`src/rtl/tracer_rx_pkg.sv`:
```
// Shared types and helpers for the tracer uDMA RX channel.
package tracer_rx_pkg;

   // Beat size encoding as programmed by the register interface (3 also means word).
   typedef enum logic [1:0] {
      DS_BYTE = 2'd0,
      DS_HALF = 2'd1,
      DS_WORD = 2'd2
   } datasize_e;

   // Channel engine states.
   typedef enum logic [1:0] {
      ST_IDLE   = 2'd0,
      ST_ACTIVE = 2'd1,
      ST_DRAIN  = 2'd2
   } state_e;

   // Map the raw register field onto the enum, folding the spare code onto word.
   function automatic datasize_e decode_datasize(input logic [1:0] raw);
      datasize_e ds;
      case (raw)
         2'd0:    ds = DS_BYTE;
         2'd1:    ds = DS_HALF;
         default: ds = DS_WORD;
      endcase
      return ds;
   endfunction

   // Number of bytes one beat occupies in L2.
   function automatic logic [2:0] bytes_per_beat(input datasize_e ds);
      logic [2:0] n;
      case (ds)
         DS_BYTE: n = 3'd1;
         DS_HALF: n = 3'd2;
         default: n = 3'd4;
      endcase
      return n;
   endfunction

endpackage

```
`src/rtl/tracer_rx_lane_align.sv`:
```
// Places an LSB-aligned trace beat onto the 32-bit L2 write lanes:
// replicates narrow beats across all lanes and selects the byte enables
// from the low address bits.
module tracer_rx_lane_align
   import tracer_rx_pkg::*;
(
   input  logic [1:0]  addr_lo_i,
   input  datasize_e   datasize_i,
   input  logic [31:0] data_i,
   output logic [3:0]  be_o,
   output logic [31:0] wdata_o
);

   // Byte enables and replicated write data for the current beat size.
   always_comb begin
      // NOTE: every output gets a default first so no path can infer a latch.
      be_o    = 4'hF;
      wdata_o = data_i;
      case (datasize_i)
         DS_BYTE: begin
            be_o    = 4'b0001 << addr_lo_i;
            wdata_o = {4{data_i[7:0]}};
         end
         DS_HALF: begin
            be_o    = 4'b0011 << {addr_lo_i[1], 1'b0};
            wdata_o = {2{data_i[15:0]}};
         end
         default: begin
            be_o    = 4'hF;
            wdata_o = data_i;
         end
      endcase
   end

endmodule

```
`src/rtl/tracer_udma_rx_ch.sv`:
```
// tracer_udma_rx_ch: uDMA RX channel engine. Takes trace beats over a
// valid/ready stream, buffers one beat and writes it to L2 over req/gnt,
// tracking address and remaining bytes, with one queued transfer and
// continuous re-arm.
// Optional build macro TRACER_RX_DROP_CNT_EN adds drop_cnt_o, a saturating
// count of beats discarded while the channel is idle.
module tracer_udma_rx_ch
   import tracer_rx_pkg::*;
#(
   parameter int L2_AWIDTH_NOAL = 12,
   parameter int TRANS_SIZE     = 16
) (
   input  logic                      clk_i,
   input  logic                      rst_ni,
   input  logic [L2_AWIDTH_NOAL-1:0] cfg_startaddr_i,
   input  logic [TRANS_SIZE-1:0]     cfg_size_i,
   input  logic [1:0]                cfg_datasize_i,
   input  logic                      cfg_continuous_i,
   input  logic                      cfg_en_i,
   input  logic                      cfg_clr_i,
   output logic                      cfg_en_o,
   output logic                      cfg_pending_o,
   output logic [L2_AWIDTH_NOAL-1:0] cfg_curr_addr_o,
   output logic [TRANS_SIZE-1:0]     cfg_bytes_left_o,
   input  logic [31:0]               data_i,
   input  logic                      data_valid_i,
   output logic                      data_ready_o,
   output logic                      l2_req_o,
   input  logic                      l2_gnt_i,
   output logic [L2_AWIDTH_NOAL-1:0] l2_addr_o,
   output logic [31:0]               l2_wdata_o,
   output logic [3:0]                l2_be_o,
`ifdef TRACER_RX_DROP_CNT_EN
   output logic                      eot_o,
   output logic [15:0]               drop_cnt_o
`else
   output logic                      eot_o
`endif
);

   state_e                    state_q;
   logic [L2_AWIDTH_NOAL-1:0] curr_addr_q;
   logic [TRANS_SIZE-1:0]     bytes_left_q;
   datasize_e                 ds_q;
   logic                      cont_q;
   logic                      buf_valid_q;
   logic [31:0]               buf_data_q;
   logic                      pending_q;
   logic [L2_AWIDTH_NOAL-1:0] sh_addr_q;
   logic [TRANS_SIZE-1:0]     sh_size_q;
   datasize_e                 sh_ds_q;
   logic                      sh_cont_q;

   logic [2:0]                bsz;
   logic [L2_AWIDTH_NOAL-1:0] bsz_addr;
   logic [TRANS_SIZE-1:0]     bsz_cnt;
   logic [TRANS_SIZE-1:0]     bytes_next;
   logic                      grant_beat;
   logic                      last_beat;
   logic                      start_ok;
   logic                      rearm;
   logic                      finish;
   logic                      accept;
   logic [3:0]                lane_be;
   logic [31:0]               lane_wdata;

   assign bsz        = bytes_per_beat(ds_q);
   assign bsz_addr   = L2_AWIDTH_NOAL'(bsz);
   assign bsz_cnt    = TRANS_SIZE'(bsz);
   assign bytes_next = (bytes_left_q > bsz_cnt) ? (bytes_left_q - bsz_cnt) : '0;

   // A clear in the same cycle suppresses both the grant bookkeeping and any start.
   assign grant_beat = (state_q == ST_ACTIVE) && buf_valid_q && l2_gnt_i && !cfg_clr_i;
   assign last_beat  = grant_beat && (bytes_left_q <= bsz_cnt);
   assign start_ok   = cfg_en_i && !cfg_clr_i && (cfg_size_i != '0);
   assign rearm      = pending_q || start_ok || (cont_q && (cfg_size_i != '0));
   assign finish     = last_beat && !rearm;
   assign accept     = data_valid_i && data_ready_o;

   // Back-pressure: never stall in IDLE, one-entry buffer in ACTIVE, closed while draining.
   always_comb begin
      data_ready_o = 1'b0;
      case (state_q)
         ST_IDLE:   data_ready_o = rst_ni;   // held low while reset is asserted
         ST_ACTIVE: data_ready_o = !buf_valid_q || l2_gnt_i;
         default:   data_ready_o = 1'b0;
      endcase
   end

   tracer_rx_lane_align u_lane_align (
      .addr_lo_i  (curr_addr_q[1:0]),
      .datasize_i (ds_q),
      .data_i     (buf_data_q),
      .be_o       (lane_be),
      .wdata_o    (lane_wdata)
   );

   // The buffered beat is always the one destined for curr_addr.
   assign l2_req_o         = buf_valid_q;
   assign l2_addr_o        = {curr_addr_q[L2_AWIDTH_NOAL-1:2], 2'b00};
   assign l2_be_o          = buf_valid_q ? lane_be : 4'h0;
   assign l2_wdata_o       = lane_wdata;
   assign eot_o            = last_beat;
   assign cfg_en_o         = (state_q == ST_ACTIVE);
   assign cfg_pending_o    = pending_q;
   assign cfg_curr_addr_o  = curr_addr_q;
   assign cfg_bytes_left_o = bytes_left_q;

   // Channel FSM with address/byte counters, beat buffer and pending shadow.
   always_ff @(posedge clk_i or negedge rst_ni) begin
      if (!rst_ni) begin
         // NOTE: the beat buffer is a plain register, so it is cleared with
         // everything else; reset also drops an outstanding request at once.
         state_q      <= ST_IDLE;
         curr_addr_q  <= '0;
         bytes_left_q <= '0;
         ds_q         <= DS_BYTE;
         cont_q       <= 1'b0;
         buf_valid_q  <= 1'b0;
         buf_data_q   <= '0;
         pending_q    <= 1'b0;
         sh_addr_q    <= '0;
         sh_size_q    <= '0;
         sh_ds_q      <= DS_BYTE;
         sh_cont_q    <= 1'b0;
      end else begin
         // NOTE: non-blocking throughout; later assignments in this block
         // deliberately override earlier ones (reload beats the increment).
         case (state_q)
            ST_IDLE: begin
               buf_valid_q <= 1'b0;
               if (start_ok) begin
                  curr_addr_q  <= cfg_startaddr_i;
                  bytes_left_q <= cfg_size_i;
                  ds_q         <= decode_datasize(cfg_datasize_i);
                  cont_q       <= cfg_continuous_i;
                  state_q      <= ST_ACTIVE;
               end
            end

            ST_ACTIVE: begin
               if (cfg_clr_i) begin
                  pending_q    <= 1'b0;
                  bytes_left_q <= '0;
                  if (buf_valid_q && !l2_gnt_i) begin
                     state_q <= ST_DRAIN;
                  end else begin
                     buf_valid_q <= 1'b0;
                     state_q     <= ST_IDLE;
                  end
               end else begin
                  if (grant_beat) begin
                     curr_addr_q  <= curr_addr_q + bsz_addr;
                     bytes_left_q <= bytes_next;
                  end

                  if (last_beat) begin
                     if (pending_q) begin
                        curr_addr_q  <= sh_addr_q;
                        bytes_left_q <= sh_size_q;
                        ds_q         <= sh_ds_q;
                        cont_q       <= sh_cont_q;
                        pending_q    <= 1'b0;
                     end else if (start_ok) begin
                        curr_addr_q  <= cfg_startaddr_i;
                        bytes_left_q <= cfg_size_i;
                        ds_q         <= decode_datasize(cfg_datasize_i);
                        cont_q       <= cfg_continuous_i;
                     end else if (cont_q && (cfg_size_i != '0)) begin
                        curr_addr_q  <= cfg_startaddr_i;
                        bytes_left_q <= cfg_size_i;
                     end else begin
                        state_q <= ST_IDLE;
                     end
                  end else if (start_ok && !pending_q) begin
                     sh_addr_q <= cfg_startaddr_i;
                     sh_size_q <= cfg_size_i;
                     sh_ds_q   <= decode_datasize(cfg_datasize_i);
                     sh_cont_q <= cfg_continuous_i;
                     pending_q <= 1'b1;
                  end

                  // A beat taken on a final grant that ends the channel is discarded.
                  if (accept && !finish) begin
                     buf_valid_q <= 1'b1;
                     buf_data_q  <= data_i;
                  end else if (grant_beat) begin
                     buf_valid_q <= 1'b0;
                  end
               end
            end

            ST_DRAIN: begin
               // Counters stay untouched on the draining grant.
               if (l2_gnt_i) begin
                  buf_valid_q <= 1'b0;
                  state_q     <= ST_IDLE;
               end
            end

            default: state_q <= ST_IDLE;
         endcase
      end
   end

`ifdef TRACER_RX_DROP_CNT_EN
   logic [15:0] drop_cnt_q;

   // Saturating count of beats thrown away while idle; a clear resets it.
   always_ff @(posedge clk_i or negedge rst_ni) begin
      if (!rst_ni) begin
         drop_cnt_q <= '0;
      end else if (cfg_clr_i) begin
         drop_cnt_q <= '0;
      end else if ((state_q == ST_IDLE) && data_valid_i && (drop_cnt_q != 16'hFFFF)) begin
         drop_cnt_q <= drop_cnt_q + 16'd1;
      end
   end

   assign drop_cnt_o = drop_cnt_q;
`endif

endmodule

```
`config.mk`:
```
export PLATFORM = sky130hd
export DESIGN_NAME = tracer_udma_rx_ch
export DESIGN_NICKNAME = d
export VERILOG_FILES = /design/src/rtl/tracer_rx_pkg.sv /design/src/rtl/tracer_rx_lane_align.sv /design/src/rtl/tracer_udma_rx_ch.sv
export SDC_FILE = /design/constraint.sdc
export NUM_CORES = 1
export LEC_CHECK = 0
export ABC_CLOCK_PERIOD_IN_PS = 3400
export CAP_MARGIN = 10
export CORE_AREA = 3 3 116 118
export CTS_BUF_LIST = sky130_fd_sc_hd__clkbuf_16
export DETAILED_ROUTE_END_ITERATION = 7
export DIE_AREA = 0 0 119 121
export PLACE_DENSITY = 0.8
export SYNTH_ARGS = -nofsm -noshare
export SYNTH_HDL_FRONTEND = slang
export SYNTH_HIERARCHICAL = 1
export SYNTH_SLANG_ARGS = --single-unit
```
`constraint.sdc`:
```
create_clock -name clk_i -period 3.4 [get_ports clk_i]
set_input_delay 1.02 -clock clk_i [delete_from_list [all_inputs] [get_ports clk_i]]
set_output_delay 1.02 -clock clk_i [all_outputs]
set_load 0.05 [all_outputs]
```
==> results.json <==
{
  "status": "finished clean",
  "drc": 0,
  "final.setup.tns_ns": 0,
  "crit_path_end": "data_ready_o",
  "cp_data_required_time_ns": 2.38,
  "p_total_uw": 6830,
  "top_level_ports": 150,
  "layout.cells.most_common_list": "clkdlybuf4s50_1, dfrtp_1, buf_4, nand2_1, mux2_2",
  "first_global_vias": 5894,
  "final-max-slew-violation-count": 0,
  "hold_path.class": "flop to flop",
  "finClkSkew_ns": 0.005903,
  "postRouteAntennaNets": 0,
  "met2_wirelength_microns": 9770,
  "drv.max_cap_violation_count": 0,
  "critPathLaunch": "l2_gnt_i",
  "final_wtd_congestion": 0.9493,
  "global_route.overflow_total": 0,
  "synthesis.yosys.warnings": 6,
  "fin_crit_ns": 3.391,
  "final-setup-viol-count": 0,
  "synth-async-reset-ratio_pct": 100.0,
  "crit-reg2reg-capture": "cfg_curr_addr_o[10]",
  "fraction_of_layout_cells_with_a_size_suffix_above_1_pct": 26.01,
  "cts_tree": "built",
  "postSynthRegisterBits": 98,
  "area_delta_synth_final_pct": 37.05,
  "dieArea_sq_mm": 0.01440,
  "powerDensity_mw_per_mm2": 792.9,
  "met1Wirelength_microns": 7643,
  "crit_path_top_delay_cell": "clkdlybuf4s50_1",
  "path_max_fanout": 4,
  "num_antenna_cells": 0,
  "row_count": 41,
  "flip_flop_cell_with_the_highest_count_after_synthesis": "dfrtp_1",
  "clock_tree.htree_level_count": 3,
  "instance_count_of_the_mapped_netlist": 624,
  "tritoncts_sink_count": 98,
  "grt_util_all_layers_pct": 27.68,
  "tritoncts.num_buffers": 9,
  "cp-start-kind": "input port",
  "irDropWorstVdd_mv": 0.8695,
  "grt_first_pass_wirelength_microns": 31690,
  "detailroute.wirelength.met3_microns": 1837,
  "synth.largest_area_cell": "dfrtp_1",
  "crit_arrival_ns": 2.37,
  "fin_area_sq_mm": 0.008613,
  "detailed_place.area_sq_mm": 0.008289,
  "tightest_slew_ns": 0.7633,
  "cts_max_path_buffers": 2,
  "detailed_place_hpwl_microns": 14550,
  "layout_commonest_cell": "clkdlybuf4s50_1",
  "maximum_number_of_pins_on_one_net_before_global_route_repair": 61,
  "maxSlewHeadroom_pct": 49.11,
  "port_buffers": 147,
  "finalHoldWorstSlack_ns": 0.5113,
  "postRouteWirelength_microns": 19940,
  "synth_seq_area_share_pct": 39.02,
  "yosysUniqueCellTypes": 74,
  "fmax_ghz": 0.2949,
  "synth.area.top_cells": "dfrtp_1, mux2_2, mux2_4",
  "antenna_found_initial": 0,
  "highest_layer": "met4",
  "detail_route.wl_per_cell_microns": 20.68,
  "post_synth.cell_area_avg_sq_um": 10.07,
  "rr_worst_depth": 11,
  "synth_enable_flop_cells": 0,
  "cp_slowest_stage_delay_ns": 0.54,
  "first_iter_violations": 689,
  "cp-end-kind": "output port",
  "synth.cell_area_sq_mm": 0.006285,
  "die_w_microns": 119,
  "cts.root.buffer_cell": "clkbuf_16",
  "min_period_over_period_pct": 99.73,
  "rsz0062_at_grt": "no",
  "total_leakage_power_uw": 0.003674,
  "clk_latency_ns": 0.36,
  "reg2reg_from": "ds_q[0]",
  "vias": 5904,
  "worstPathCellList": "clkdlybuf4s50_1 > buf_4 > inv_1 > a311oi_2 > buf_12",
  "hold_viol": 0,
  "design.core.area_sq_mm": 0.01257,
  "r2r_slack_ns": 0.48,
  "detail_route.vias_per_cell": 6.124,
  "fraction_of_synthesized_cell_area_taken_by_the_top_area_cell_type_pct": 39.02,
  "start_util_pct": 50.00,
  "num-nets-final": 864,
  "worstSetupPathType": "input port to output port",
  "die-height_microns": 121,
  "drt_pass1_iterations": 7,
  "cts.clk_slew.worst_paths_ns": 0.07
}
cell type report:
cell class / count / area (sq um)
fill: 931 / 3955
sequential: 98 / 2452
inverter: 16 / 60.06
multi-input combinational: 456 / 3437
timing repair buffer: 206 / 2147
tap: 172 / 215.2
clock buffer: 9 / 225.2
clock inverter: 7 / 76.32
cell usage after synthesis, drive strengths merged (3+ instances only):
library cell  count
ha                6
nor3             15
a211oi            5
o211ai            7
or3               6
mux2             77
o32a              3
o32ai             3
o2111ai           3
o21a              7
a21oi            25
nand4             7
a221oi            7
and2              5
inv              16
nor2b             7
o2bb2ai           4
xnor2             3
o21bai            4
o22ai             8
a221o             5
nand2            56
a2bb2oi           3
nor2             40
dfrtp            98
a31oi            10
clkbuf           21
nor4              7
nand3            12
a311o             3
mux2i            11
and4              5
and3              5
o21ai            50
nand2b            4
buf              34
o31ai             6
xor2              8
what timing repair did:
action / CTS / global route
gates resized for setup: 3 / 0
pin swaps: 0 / 2
setup endpoints to repair: 1 / 1
buffers inserted: 0 / 2
hold buffers: 0 / 0
worst max-delay path, delay by kind of cell:
kind | cells | cell delay (ns)
compound gates | 1 | 0.39
buf+inv | 4 | 0.96
cells by family after synthesis:
family / after synthesis / share of synthesized area (%)
AO/OA/AOI/OAI: 168 / 18.44
XOR/XNOR: 11 / 1.533
adder cells (fa/ha/maj): 9 / 1.991
buffers and inverters: 71 / 6.570
flip-flops: 98 / 39.02
multiplexers: 88 / 17.28
other: 1 / 0.05967
AND/OR/NAND/NOR: 178 / 15.11
sequential cells by signal, indices dropped and copies added, names as in the netlist, 2 cells and up:
name,count
sh_ds_q,2
state_q,2
sh_size_q,16
buf_data_q,32
sh_addr_q,12
ds_q,2
cfg_curr_addr_o,12
cfg_bytes_left_o,16
worst min-delay path by stage:
stage / start / to / slack [ns] / depth (start not counted)
2_1_floorplan: sh_addr_q[3] / sh_addr_q[3] / 0.45 / 2
3_3_place_gp: sh_ds_q[0] / sh_ds_q[0] / 0.47 / 2
3_5_place_dp: buf_data_q[20] / buf_data_q[20] / 0.49 / 1
4_1_cts: buf_data_q[22] / buf_data_q[22] / 0.51 / 1
5_1_grt: buf_data_q[22] / buf_data_q[22] / 0.52 / 1
6_report: sh_cont_q / sh_cont_q / 0.51 / 1
metrics by stage:
stage | utilization [%] | instances | worst slack [ns]
2_1_floorplan | - | 625 | 0.1944
3_3_place_gp | 65.95 | 946 | -0.09498
3_5_place_dp | 65.95 | 946 | -0.08635
4_1_cts | 68.41 | 962 | 0.01888
5_1_grt | 68.53 | 964 | 0.002471
6_report | 68.53 | 964 | 0.009186
power breakdown:
| part | switching, uW | leakage (uW) | internal, uW |
|---|---|---|---|
| clock network | 476 | 0.000143 | 577 |
| registers | 377 | 0.00121 | 1550 |
| logic | 2260 | 0.00232 | 1590 |
per-layer routing:
layer	track usage, %	up-vias
met2	46.06	365
met3	5.361	62
met5	0	-
met4	12.02	0
met1	35.21	2837
li1	-	2640
No activity file was read; power rests on OpenSTA's default activity.
